==> config.mk <==
export PLATFORM = sky130hd
export DESIGN_NAME = buzzer_scheduler_flat
export DESIGN_NICKNAME = d
export VERILOG_FILES = /design/src/rtl/buzzer_scheduler_pkg.sv /design/src/rtl/buzzer_scheduler_if.sv /design/src/rtl/buzzer_scheduler_tone_gen.sv /design/src/rtl/buzzer_scheduler.sv /design/src/flat_wrapper.sv
export SDC_FILE = /design/constraint.sdc
export NUM_CORES = 1
export LEC_CHECK = 0
export BUFFER_PORTS_ARGS = -buffer_cell sky130_fd_sc_hd__buf_2
export CORE_ASPECT_RATIO = 1.5
export CORE_MARGIN = 1.5
export CORE_UTILIZATION = 55
export CTS_CLUSTER_SIZE = 10
export DETAILED_ROUTE_END_ITERATION = 16
export PLACE_DENSITY_LB_ADDON = 0.1
export SLEW_MARGIN = 30
export SYNTH_ARGS = -nofsm -noshare
export SYNTH_HDL_FRONTEND = slang
export SYNTH_HIERARCHICAL = 1
export SYNTH_SLANG_ARGS = --single-unit
==> constraint.sdc <==
create_clock -name clk -period 3.3 [get_ports clk]
set_clock_uncertainty 0.15 [all_clocks]
set_input_delay 0.33 -clock clk [delete_from_list [all_inputs] [get_ports clk]]
set_output_delay 0.33 -clock clk [all_outputs]
set_load 0.02 [all_outputs]
==> src/rtl/buzzer_scheduler_pkg.sv <==
// Shared types and constants for the piezo scheduler: FSM states, source codes
// and the chime beep-count clamp.
package buzzer_pkg;

  typedef enum logic [2:0] {
    ST_IDLE,
    ST_KEY_ON,
    ST_CHIME_ON,
    ST_CHIME_OFF,
    ST_ALARM_ON,
    ST_ALARM_OFF
  } state_t;

  typedef enum logic [1:0] {
    SRC_NONE  = 2'd0,
    SRC_KEY   = 2'd1,
    SRC_CHIME = 2'd2,
    SRC_ALARM = 2'd3
  } src_t;

  localparam logic [3:0] CHIME_MAX_BEEPS = 4'd12;

  // A zero count means "full hour", so it plays the maximum like any oversize value.
  function automatic logic [3:0] clamp_beeps(input logic [3:0] cnt);
    return (cnt == 4'd0 || cnt > CHIME_MAX_BEEPS) ? CHIME_MAX_BEEPS : cnt;
  endfunction

  function automatic src_t state_src(input state_t st);
    case (st)
      ST_KEY_ON:                 return SRC_KEY;
      ST_CHIME_ON, ST_CHIME_OFF: return SRC_CHIME;
      ST_ALARM_ON, ST_ALARM_OFF: return SRC_ALARM;
      default:                   return SRC_NONE;
    endcase
  endfunction

  function automatic logic is_on(input state_t st);
    return (st == ST_KEY_ON) || (st == ST_CHIME_ON) || (st == ST_ALARM_ON);
  endfunction

endpackage

==> src/rtl/buzzer_scheduler_if.sv <==
// Request/status bundle between the watch sources and the piezo scheduler.
interface buzzer_scheduler_if;
  logic       key_trig;
  logic       chime_trig;
  logic [3:0] chime_count;
  logic       alarm_trig;
  logic       alarm_stop;
  logic       piezo;
  logic       busy;
  logic [1:0] active_src;
  logic       done;

  modport master (
    output key_trig, chime_trig, chime_count, alarm_trig, alarm_stop,
    input  piezo, busy, active_src, done
  );

  modport slave (
    input  key_trig, chime_trig, chime_count, alarm_trig, alarm_stop,
    output piezo, busy, active_src, done
  );
endinterface

==> src/rtl/buzzer_scheduler_tone_gen.sv <==
// Registered square-wave generator: restart forces the high level, then the
// output toggles every `half` cycles while enabled and is held low otherwise.
module tone_gen #(
  parameter int HALF_W = 2
) (
  input  logic              clk,
  input  logic              rst,
  input  logic              en,
  input  logic              restart,
  input  logic [HALF_W-1:0] half,
  output logic              wave
);

  logic [HALF_W-1:0] cnt;

  always_ff @(posedge clk or posedge rst) begin
    if (rst) begin
      wave <= 1'b0;
      cnt  <= '0;
    end else if (restart) begin
      wave <= 1'b1;
      cnt  <= '0;
    end else if (!en) begin
      wave <= 1'b0;
      cnt  <= '0;
    end else if (cnt == half - HALF_W'(1)) begin
      wave <= ~wave;
      cnt  <= '0;
    end else begin
      cnt <= cnt + HALF_W'(1);
    end
  end

endmodule

==> src/rtl/buzzer_scheduler.sv <==
// Single-piezo arbiter and beep-pattern sequencer (alarm > chime > key), 1 cycle = 1 ms.
// Key-click source is built only when BUZZER_KEY_BEEP_EN is defined.
module buzzer_scheduler
  import buzzer_pkg::*;
#(
  parameter int KEY_ON_CYC    = 50,
  parameter int CHIME_ON_CYC  = 200,
  parameter int CHIME_OFF_CYC = 300,
  parameter int ALARM_ON_CYC  = 500,
  parameter int ALARM_OFF_CYC = 500,
  parameter int ALARM_MAX_REP = 60,
  parameter int KEY_HALF      = 1,
  parameter int CHIME_HALF    = 2,
  parameter int ALARM_HALF    = 1
) (
  input logic               clk,
  input logic               rst,
  buzzer_scheduler_if.slave bus
);

  localparam int MAX_A   = (KEY_ON_CYC > CHIME_ON_CYC) ? KEY_ON_CYC : CHIME_ON_CYC;
  localparam int MAX_B   = (CHIME_OFF_CYC > ALARM_ON_CYC) ? CHIME_OFF_CYC : ALARM_ON_CYC;
  localparam int MAX_C   = (MAX_A > MAX_B) ? MAX_A : MAX_B;
  localparam int MAX_CYC = (MAX_C > ALARM_OFF_CYC) ? MAX_C : ALARM_OFF_CYC;
  localparam int PH_W    = $clog2(MAX_CYC);
  localparam int REP_W   = $clog2(ALARM_MAX_REP + 1);
  localparam int HMAX_A  = (KEY_HALF > CHIME_HALF) ? KEY_HALF : CHIME_HALF;
  localparam int HMAX    = (HMAX_A > ALARM_HALF) ? HMAX_A : ALARM_HALF;
  localparam int HALF_W  = $clog2(HMAX + 1);

  state_t            state, state_nx;
  logic [PH_W-1:0]   ph, ph_nx, ph_last;
  logic [3:0]        beeps, beeps_nx;
  logic [REP_W-1:0]  rep, rep_nx;
  logic              pend, pend_nx;
  logic [3:0]        pend_cnt, pend_cnt_nx;
  logic              done_nx;
  logic              ph_end, in_alarm, alarm_exit, alarm_go, key_req, enter;
  logic              busy_r, done_r, piezo_w;
  logic [1:0]        src_r;
  logic [HALF_W-1:0] half_sel;

`ifdef BUZZER_KEY_BEEP_EN
  assign key_req = bus.key_trig;
`else
  logic key_unused;
  assign key_req    = 1'b0;
  assign key_unused = bus.key_trig;
`endif

  always_comb begin
    case (state)
      ST_KEY_ON:    ph_last = PH_W'(KEY_ON_CYC - 1);
      ST_CHIME_ON:  ph_last = PH_W'(CHIME_ON_CYC - 1);
      ST_CHIME_OFF: ph_last = PH_W'(CHIME_OFF_CYC - 1);
      ST_ALARM_ON:  ph_last = PH_W'(ALARM_ON_CYC - 1);
      ST_ALARM_OFF: ph_last = PH_W'(ALARM_OFF_CYC - 1);
      default:      ph_last = '0;
    endcase
  end

  assign ph_end     = (ph == ph_last);
  assign in_alarm   = (state == ST_ALARM_ON) || (state == ST_ALARM_OFF);
  assign alarm_go   = bus.alarm_trig & ~bus.alarm_stop;
  assign alarm_exit = bus.alarm_stop ||
                      (state == ST_ALARM_OFF && ph_end && rep == REP_W'(ALARM_MAX_REP - 1));

  always_comb begin
    state_nx    = state;
    beeps_nx    = beeps;
    rep_nx      = rep;
    pend_nx     = pend;
    pend_cnt_nx = pend_cnt;
    done_nx     = 1'b0;
    if (in_alarm) begin
      // A chime arriving on the exit edge counts as pending, so it chains directly.
      if (alarm_exit) begin
        done_nx = ~bus.alarm_stop;
        if (pend || bus.chime_trig) begin
          state_nx = ST_CHIME_ON;
          beeps_nx = bus.chime_trig ? clamp_beeps(bus.chime_count) : pend_cnt;
          pend_nx  = 1'b0;
        end else begin
          state_nx = ST_IDLE;
        end
      end else begin
        if (bus.chime_trig) begin
          pend_nx     = 1'b1;
          pend_cnt_nx = clamp_beeps(bus.chime_count);
        end
        if (ph_end) begin
          if (state == ST_ALARM_ON) begin
            state_nx = ST_ALARM_OFF;
          end else begin
            state_nx = ST_ALARM_ON;
            rep_nx   = rep + REP_W'(1);
          end
        end
      end
    end else if (alarm_go) begin
      state_nx = ST_ALARM_ON;
      rep_nx   = '0;
      if (bus.chime_trig) begin
        pend_nx     = 1'b1;
        pend_cnt_nx = clamp_beeps(bus.chime_count);
      end
    end else if ((state == ST_IDLE || state == ST_KEY_ON) && bus.chime_trig) begin
      state_nx = ST_CHIME_ON;
      beeps_nx = clamp_beeps(bus.chime_count);
    end else begin
      case (state)
        ST_IDLE: begin
          if (key_req) state_nx = ST_KEY_ON;
        end
        ST_KEY_ON: begin
          if (ph_end) begin
            state_nx = ST_IDLE;
            done_nx  = 1'b1;
          end
        end
        ST_CHIME_ON: begin
          if (ph_end) begin
            if (beeps == 4'd1) begin
              state_nx = ST_IDLE;
              done_nx  = 1'b1;
            end else begin
              state_nx = ST_CHIME_OFF;
              beeps_nx = beeps - 4'd1;
            end
          end
        end
        ST_CHIME_OFF: begin
          if (ph_end) state_nx = ST_CHIME_ON;
        end
        default: ;
      endcase
    end
  end

  assign enter = (state_nx != state);
  assign ph_nx = (enter || state_nx == ST_IDLE) ? '0 : ph + PH_W'(1);

  always_comb begin
    case (state_src(state_nx))
      SRC_KEY:   half_sel = HALF_W'(KEY_HALF);
      SRC_CHIME: half_sel = HALF_W'(CHIME_HALF);
      default:   half_sel = HALF_W'(ALARM_HALF);
    endcase
  end

  always_ff @(posedge clk or posedge rst) begin
    if (rst) begin
      state    <= ST_IDLE;
      ph       <= '0;
      beeps    <= '0;
      rep      <= '0;
      pend     <= 1'b0;
      pend_cnt <= '0;
      busy_r   <= 1'b0;
      src_r    <= '0;
      done_r   <= 1'b0;
    end else begin
      state    <= state_nx;
      ph       <= ph_nx;
      beeps    <= beeps_nx;
      rep      <= rep_nx;
      pend     <= pend_nx;
      pend_cnt <= pend_cnt_nx;
      busy_r   <= (state_nx != ST_IDLE);
      src_r    <= state_src(state_nx);
      done_r   <= done_nx;
    end
  end

  tone_gen #(.HALF_W(HALF_W)) u_tone (
    .clk     (clk),
    .rst     (rst),
    .en      (is_on(state_nx)),
    .restart (enter && is_on(state_nx)),
    .half    (half_sel),
    .wave    (piezo_w)
  );

  assign bus.piezo      = piezo_w;
  assign bus.busy       = busy_r;
  assign bus.active_src = src_r;
  assign bus.done       = done_r;

endmodule
==> src/flat_wrapper.sv <==
// flat-port wrapper written by rule: the top's interface ports become plain ports
module buzzer_scheduler_flat import buzzer_pkg::*;
#(
  parameter int KEY_ON_CYC    = 50,
  parameter int CHIME_ON_CYC  = 200,
  parameter int CHIME_OFF_CYC = 300,
  parameter int ALARM_ON_CYC  = 500,
  parameter int ALARM_OFF_CYC = 500,
  parameter int ALARM_MAX_REP = 60,
  parameter int KEY_HALF      = 1,
  parameter int CHIME_HALF    = 2,
  parameter int ALARM_HALF    = 1
)
  (clk, rst, bus_key_trig, bus_chime_trig, bus_chime_count, bus_alarm_trig, bus_alarm_stop, bus_piezo, bus_busy, bus_active_src, bus_done);
  buzzer_scheduler_if bus_i ();
  input logic clk;
  input logic rst;
  input wire logic [$bits(bus_i.key_trig)-1:0] bus_key_trig;
  input wire logic [$bits(bus_i.chime_trig)-1:0] bus_chime_trig;
  input wire logic [$bits(bus_i.chime_count)-1:0] bus_chime_count;
  input wire logic [$bits(bus_i.alarm_trig)-1:0] bus_alarm_trig;
  input wire logic [$bits(bus_i.alarm_stop)-1:0] bus_alarm_stop;
  output wire logic [$bits(bus_i.piezo)-1:0] bus_piezo;
  output wire logic [$bits(bus_i.busy)-1:0] bus_busy;
  output wire logic [$bits(bus_i.active_src)-1:0] bus_active_src;
  output wire logic [$bits(bus_i.done)-1:0] bus_done;
  assign bus_i.key_trig = bus_key_trig;
  assign bus_i.chime_trig = bus_chime_trig;
  assign bus_i.chime_count = bus_chime_count;
  assign bus_i.alarm_trig = bus_alarm_trig;
  assign bus_i.alarm_stop = bus_alarm_stop;
  assign bus_piezo = bus_i.piezo;
  assign bus_busy = bus_i.busy;
  assign bus_active_src = bus_i.active_src;
  assign bus_done = bus_i.done;
  buzzer_scheduler #(.KEY_ON_CYC(KEY_ON_CYC), .CHIME_ON_CYC(CHIME_ON_CYC), .CHIME_OFF_CYC(CHIME_OFF_CYC), .ALARM_ON_CYC(ALARM_ON_CYC), .ALARM_OFF_CYC(ALARM_OFF_CYC), .ALARM_MAX_REP(ALARM_MAX_REP), .KEY_HALF(KEY_HALF), .CHIME_HALF(CHIME_HALF), .ALARM_HALF(ALARM_HALF)) u_core (.clk(clk), .rst(rst), .bus(bus_i));
endmodule
After elaboration in Yosys (flattened, before gate mapping)

Index checks and enable logic that the tools add are counted.

Add/sub/neg operators: 5
Muxes and demuxes: 53
Magnitude comparators: 1
Reduce and logical (&&, ||, !) cells: 26
Bitwise logic cells: 3
Equality and inequality tests: 25

Operators with widths:

| kind                                           | count |
|---|---|
| two-way mux 4 bit                              | 13 |
| case mux 9 bit (4 select lines)                | 1 |
| two-way mux 6 bit                              | 5 |
| two-way mux 3 bit                              | 8 |
| two-way mux 1 bit                              | 16 |
| == test 3 x 2 -> 1 bit (second input constant) | 4 |
| == test 3 bit (second input constant)          | 4 |
| two-way mux 2 bit                              | 6 |
| adder 9 x 1 -> 9 bit (second input constant)   | 1 |
| == test 9 bit                                  | 1 |
| two-way mux 9 bit                              | 1 |
| case mux 3 bit (3 select lines)                | 1 |
| nonzero test 3 bit                             | 3 |
| logical OR 1 bit                               | 8 |
| != test 2 bit (second input constant)          | 4 |
| adder 6 x 1 -> 6 bit (second input constant)   | 1 |
| == test 3 x 1 -> 1 bit (second input constant) | 2 |
| == test 6 bit (second input constant)          | 1 |
| zero test 3 bit                                | 2 |
| != test 3 x 1 -> 1 bit (second input constant) | 2 |
| case mux 2 bit (3 select lines)                | 1 |
| AND reduction 6 bit                            | 1 |
| OR reduction 2 bit                             | 3 |
| == test 4 x 1 -> 1 bit (second input constant) | 1 |
| 17 further kinds                               | 23 |

Flip-flop bits (word level): 34
Input bits: 10
Output and inout port bits: 5

Logic depth before layout (Yosys ltp)

Word-level depth: 19
Depth in mapped cells: 13

By module

The synthesis kept the hierarchy.

By module, submodules not included:

| module           | cells each | instances | area an instance (sq um) |
|---|---|---|---|
| buzzer_scheduler | 233        | 1         | 2053.2 |
| tone_gen         | 22         | 1         | 202.7 |

Worst setup path before layout

Ideal clock, no wire load.

Path kind: register to register
Start: reg u_core.state[0]
End: reg u_core.u_tone.wave
Data required time: 3.060 ns
Cell stages (with the launch flop): 11
Slack: 0.273 ns
Data arrival time: 2.787 ns
Buffers on the path: 0
Library setup time: 0.090 ns
Clock period less this slack: 3.027 ns
Path through: dfrtp_1 -> nand2b_1 -> or4b_1 -> nand3_1 -> nand3_1 -> o31ai_1 -> o21ai_2 -> o211ai_1 -> nand2_1 -> or4_1 -> o2111ai_1

Longest elaborated chain between the ends: 17
Elaborated cells between the ends (all ways): 44
Those cells by class: add/sub: 1; eq/ne: 15; mux: 15; reduce/logical: 13

Ends and longest elaborated chain:

| element                                                                     | line                                            | source |
|---|---|---|
| start: declaration                                                          | buzzer_scheduler.sv:31                          | `state_t state, state_nx;` |
| start signal: assignment                                                    | buzzer_scheduler.sv:163                         | `state <= state_nx;` |
| == test 3 bit (on tied branches)                                            | --                                              |  |
| OR reduction 2 bit (no source line)                                         | --                                              |  |
| case mux 9 bit (4 select lines)                                             | buzzer_scheduler.sv:52                          | `case (state)` |
| == test 9 bit                                                               | buzzer_scheduler.sv:62                          | `assign ph_end = (ph == ph_last);` |
| two-way mux 3 bit (tied with other cells)                                   | buzzer_scheduler.sv:133                         | `if (ph_end) state_nx = ST_CHIME_ON;` |
| case mux 3 bit (3 select lines) / logical AND 1 bit (equally long branches) | buzzer_scheduler.sv:111, buzzer_scheduler.sv:66 |  |
| two-way mux 3 bit / logical OR 1 bit (equally long branches)                | buzzer_scheduler.sv:107, buzzer_scheduler.sv:65 |  |
| two-way mux 3 bit (on tied branches)                                        | buzzer_scheduler.sv:100, buzzer_scheduler.sv:77 |  |
| two-way mux 3 bit                                                           | buzzer_scheduler.sv:75                          | `if (in_alarm) begin` |
| == test 3 bit (tied with other cells)                                       | buzzer_scheduler_pkg.sv:29                      | `case (st)` |
| OR reduction 2 bit                                                          | buzzer_scheduler_pkg.sv:29                      |  |
| case mux 2 bit (3 select lines)                                             | buzzer_scheduler_pkg.sv:29                      |  |
| == test 2 bit                                                               | buzzer_scheduler.sv:144                         | `case (state_src(state_nx))` |
| two-way mux 2 bit                                                           | buzzer_scheduler.sv:144                         |  |
| subtractor 2 x 1 -> 2 bit                                                   | buzzer_scheduler_tone_gen.sv:26                 | `end else if (cnt == half - HALF_W'(1)) begin` |
| == test 2 bit                                                               | buzzer_scheduler_tone_gen.sv:26                 |  |
| != test 3 x 1 -> 1 bit (no source line)                                     | --                                              |  |
| end signal: assignment                                                      | buzzer_scheduler_tone_gen.sv:27                 | `wave <= ~wave;` |
| end: declaration                                                            | buzzer_scheduler_tone_gen.sv:11                 | `output logic wave` |

Parallel ways exist; a longest one is shown, timed or not.
A chain may end at the register's enable or synchronous reset.

Final worst setup path

Start: reg u_core.state[2]
End: reg u_core.u_tone.wave

Longest elaborated chain between the ends: 17
Elaborated cells between the ends (all ways): 44
Those cells by class: add/sub: 1; eq/ne: 15; mux: 15; reduce/logical: 13

Ends and longest elaborated chain:

| element                                                                     | line                                                                   | source |
|---|---|---|
| == test 3 bit (on tied branches)                                            | buzzer_scheduler.sv:52, buzzer_scheduler.sv:63, buzzer_scheduler.sv:66 |  |
| OR reduction 2 bit (no source line)                                         | --                                                                     |  |
| case mux 9 bit (4 select lines)                                             | buzzer_scheduler.sv:52                                                 |  |
| == test 9 bit                                                               | buzzer_scheduler.sv:62                                                 |  |
| two-way mux 3 bit (tied with other cells)                                   | buzzer_scheduler.sv:133                                                |  |
| case mux 3 bit (3 select lines) / logical AND 1 bit (equally long branches) | buzzer_scheduler.sv:111, buzzer_scheduler.sv:66                        |  |
| two-way mux 3 bit / logical OR 1 bit (equally long branches)                | buzzer_scheduler.sv:107, buzzer_scheduler.sv:65                        |  |
| two-way mux 3 bit (on tied branches)                                        | buzzer_scheduler.sv:100, buzzer_scheduler.sv:77                        |  |
| [... 1 more ...]                                                            | --                                                                     |  |
| net u_core.state_nx[2]                                                      | buzzer_scheduler.sv:31                                                 |  |
| [... 1 more ...]                                                            | --                                                                     |  |
| OR reduction 2 bit                                                          | buzzer_scheduler_pkg.sv:29                                             |  |
| case mux 2 bit (3 select lines) (*)                                         | buzzer_scheduler_pkg.sv:29                                             |  |
| == test 2 bit (*)                                                           | buzzer_scheduler.sv:144                                                |  |
| two-way mux 2 bit (*)                                                       | buzzer_scheduler.sv:144                                                |  |
| net u_core.half_sel[1]                                                      | buzzer_scheduler.sv:41                                                 | `logic [HALF_W-1:0] half_sel;` |
| subtractor 2 x 1 -> 2 bit (*)                                               | buzzer_scheduler_tone_gen.sv:26                                        |  |
| == test 2 bit (*)                                                           | buzzer_scheduler_tone_gen.sv:26                                        |  |
| != test 3 x 1 -> 1 bit (no source line) (*)                                 | --                                                                     |  |

The timed path passes the listed nets; every way through them passes the cells marked *.

==> flow_summary.json <==
{
  "drt-initial-drc-count": 74,
  "path_max_fanout": 9,
  "finalNetCount": 305,
  "cts.sinks": 34,
  "synth-main-ff-cell": "dfrtp_1",
  "post-synth-top-area-fraction_pct": 37.7,
  "worst_ep_required_time_ns": 3.35,
  "synth_warnings": 6,
  "grt_max_degree": 32,
  "synth-edff-count": 0,
  "drc": 0,
  "cp-end-kind": "flip-flop",
  "synth_top_family_by_area": "simple AND/OR/NAND/NOR gates",
  "fmax_ghz": 0.319,
  "crit_type": "reg2reg",
  "cts_tree": "built",
  "io_buffer_count": 13,
  "setup_tns_ns": 0,
  "power_leakage_uw": 0.00111,
  "htreeDepth": 2,
  "synth.area.mux_share_pct": 1.50,
  "hp-class": "in2reg",
  "syn_inst": 255,
  "cp_common_cell": "buf_4",
  "place.gp.congestion": 0.884,
  "clk_pin_slew_worst_paths_ns": 0.06,
  "synthXorXnorAreaFrac_pct": 5.82,
  "fin_cells": 336,
  "core_sq_mm": 0.00392,
  "die_area_sq_mm": 0.00450,
  "slew_viol_final": 0,
  "antenna_found_initial": 0,
  "ys_seq_elements": 34,
  "synth_seq_area_share_pct": 37.7,
  "slowest_delay_ns": 0.52,
  "seq_area_sq_um": 855,
  "layout_worst_path_cycle_share_pct": 95.1,
  "syn_to_final_growth_pct": 17.7,
  "grt_use_total_pct": 22.8,
  "hold_viol": 0,
  "yosys.area_share.simple_pct": 30.6,
  "grt_pass1_vias": 1851,
  "tightest_slew_ns": 0.413,
  "netlist_top_cells_area": "dfrtp_1 (38%), nor2_1 (4.5%), nor3_1 (4.0%), nand2_1 (3.7%), xor2_1 (3.5%)",
  "grt_first_pass_wirelength_mm": 8.20,
  "ir_drop_uv": 530,
  "drt_first_pass_iters": 4,
  "status": "complete, no violations",
  "slowest_stage": "or4_1",
  "setup_violations": 0,
  "die_w_um": 55.3,
  "vias": 2023,
  "dp.cells": 325,
  "diodes": 0,
  "post-synth-top-count-cell": "dfrtp_1",
  "initial_core_util_pct": 57.5,
  "synthArstFlopShare_pct": 100,
  "cts_root_buffer": "clkbuf_8",
  "ios": 15,
  "min_period_ns": 3.14,
  "yosysUniqueCellTypes": 60,
  "synth_compound_area_share_pct": 18.0,
  "syn_area_per_cell_sq_um": 8.85,
  "crit_chain": "buf_4 > nand2b_1 > and3_4 > a311oi_4 > and4b_4 > o22a_4 > inv_2 > nor3_4 > buf_4 > inv_1 > or4_1 > o2111ai_1",
  "num_rows": 28,
  "crit_family": "simple AND/OR/NAND/NOR gates",
  "yosysTopAreaCell": "dfrtp_1",
  "critPathLaunchType": "flip-flop",
  "hpwlAfterDp_mm": 3.66,
  "wl_per_cell_um": 15.0,
  "synth_area_sq_mm": 0.00226,
  "drive_above_1_share_pct": 23.4,
  "synthTopCellsByCount": "dfrtp_1 (34), nor2_1 (27), nand2_1 (22), nor3_1 (18), inv_1 (10)",
  "power_density_mw_per_mm2": 744,
  "cts_buffer_depth": 2,
  "die_h_um": 81.4,
  "nFillCells": 353,
  "synth_fp_nets": 269,
  "ant_nets": 0,
  "multi_input_area_sq_mm": 0.00136,
  "critPathBufInv": 4,
  "routed_via_density": 6.02,
  "relSlewSlack_pct": 72.5,
  "clock_latency_ns": 0.28,
  "cts_buffers": 5,
  "crit_arrival_ns": 3.19,
  "synthAdderAreaFrac_pct": 2.66,
  "routed_wl_mm": 5.03,
  "grt_overflow": 0,
  "drv_cap": 0
}
-- sequential cells by signal, indices dropped and copies added, names as in the netlist --
name and cells:
u_core/beeps 4, u_core/state 3, u_core/bus.busy 1, u_core/pend_cnt 4, u_core/pend 1, u_core/u_tone/cnt 2
u_core/bus.active_src 2, u_core/ph 9, u_core/bus.done 1, u_core/rep 6, u_core/u_tone/wave 1
-- layout by cell type, fill, tap and decap left out, types with 6 or more instances in the layout --
cell | netlist | layout
a21oi_1 | 9 | 9
buf_2 | 2 | 13
buf_4 | 0 | 25
dfrtp_1 | 34 | 31
inv_1 | 10 | 10
nand2_1 | 22 | 22
nand2b_1 | 8 | 8
nand3_1 | 9 | 8
nand4_1 | 6 | 6
nor2_1 | 27 | 27
nor3_1 | 18 | 18
o21ai_0 | 9 | 9
xnor2_1 | 6 | 6
xor2_1 | 9 | 9
-- worst register-to-register path, cell delays in order (launching register included) --
cell,delay [ns]
dfrtp_2,0.44
buf_4,0.17
nand2b_1,0.19
and3_4,0.21
a311oi_4,0.35
and4b_4,0.33
o22a_4,0.16
inv_2,0.05
nor3_4,0.12
buf_4,0.15
inv_1,0.12
or4_1,0.52
o2111ai_1,0.08
-- where the power goes --
group	switching (uW)	internal [uW]
combinational	603	475
clock	140	145
sequential	93.1	519
-- stage by stage --
step | total power, uW | util (%) | instance area, sq um | hold slack (ns) | worst slack [ns]
global route | 2130 | 67.7 | 2660 | 0.244 | -0.0141
floorplan | 1300 | - | 2260 | -0.0664 | 0.273
CTS | 1930 | 66.0 | 2590 | 0.210 | 0.0768
detailed placement | 1630 | 63.8 | 2500 | 0.0566 | 0.102
global placement | 1610 | 63.8 | 2500 | 0.0549 | 0.109
finish | 1970 | 67.7 | 2660 | 0.215 | 0.162
-- cell type report --
| type | count | area share, % |
|---|---|---|
| Multi-Input combinational cell | 199 | 51.2 |
| Sequential cell | 34 | 32.2 |
| Inverter | 12 | 1.70 |
| Clock buffer | 7 | 2.87 |
| Tap cell | 45 | 2.12 |
| Timing Repair Buffer | 39 | 9.89 |
-- what timing repair did --
action,in CTS,in global routing
resized for setup,0,9
hold endpoints to repair,34,0
hold buffers,1,0
setup endpoints to repair,0,2
buffers inserted,0,3
-- routing by layer --
| layer | GRT usage [%] | vias to the layer above | part of all wire (%) |
|---|---|---|---|
| met5 | 0 | - | 0 |
| met4 | 10.7 | 0 | 2.6 |
| met3 | 4.09 | 12 | 1.9 |
| met2 | 41.4 | 22 | 53 |
| met1 | 25.8 | 991 | 42 |
| li1 | - | 998 | - |
-- cells by family (layout without fill, tap and decap cells) --
family | count (synthesis) | after routing
compound gates | 55 | 55
xor+xnor | 15 | 15
fa+ha+maj | 5 | 5
buf+inv | 22 | 58
flops | 34 | 34
mux | 3 | 3
simple gates | 121 | 121
-- final timing paths --
check	start	cells past startpoint	slack, ns	end
max	u_core/state[2]$_DFF_PP0_	12	0.16	u_core/u_tone/wave$_DFFE_PP0P_
min	bus_chime_count[3]	3	0.21	u_core/pend_cnt[3]$_DFFE_PP0P_
min reg2reg	u_core/pend_cnt[1]$_DFFE_PP0P_	1	0.36	u_core/pend_cnt[1]$_DFFE_PP0P_
max reg2reg	u_core/state[2]$_DFF_PP0_	12	0.16	u_core/u_tone/wave$_DFFE_PP0P_
min in group asynchronous	rst	3	0.30	u_core/u_tone/cnt[1]$_DFF_PP0_
max in group asynchronous	rst	4	2.13	u_core/state[0]$_DFF_PP0_
Note: power is estimated with default switching activity, not from simulation.
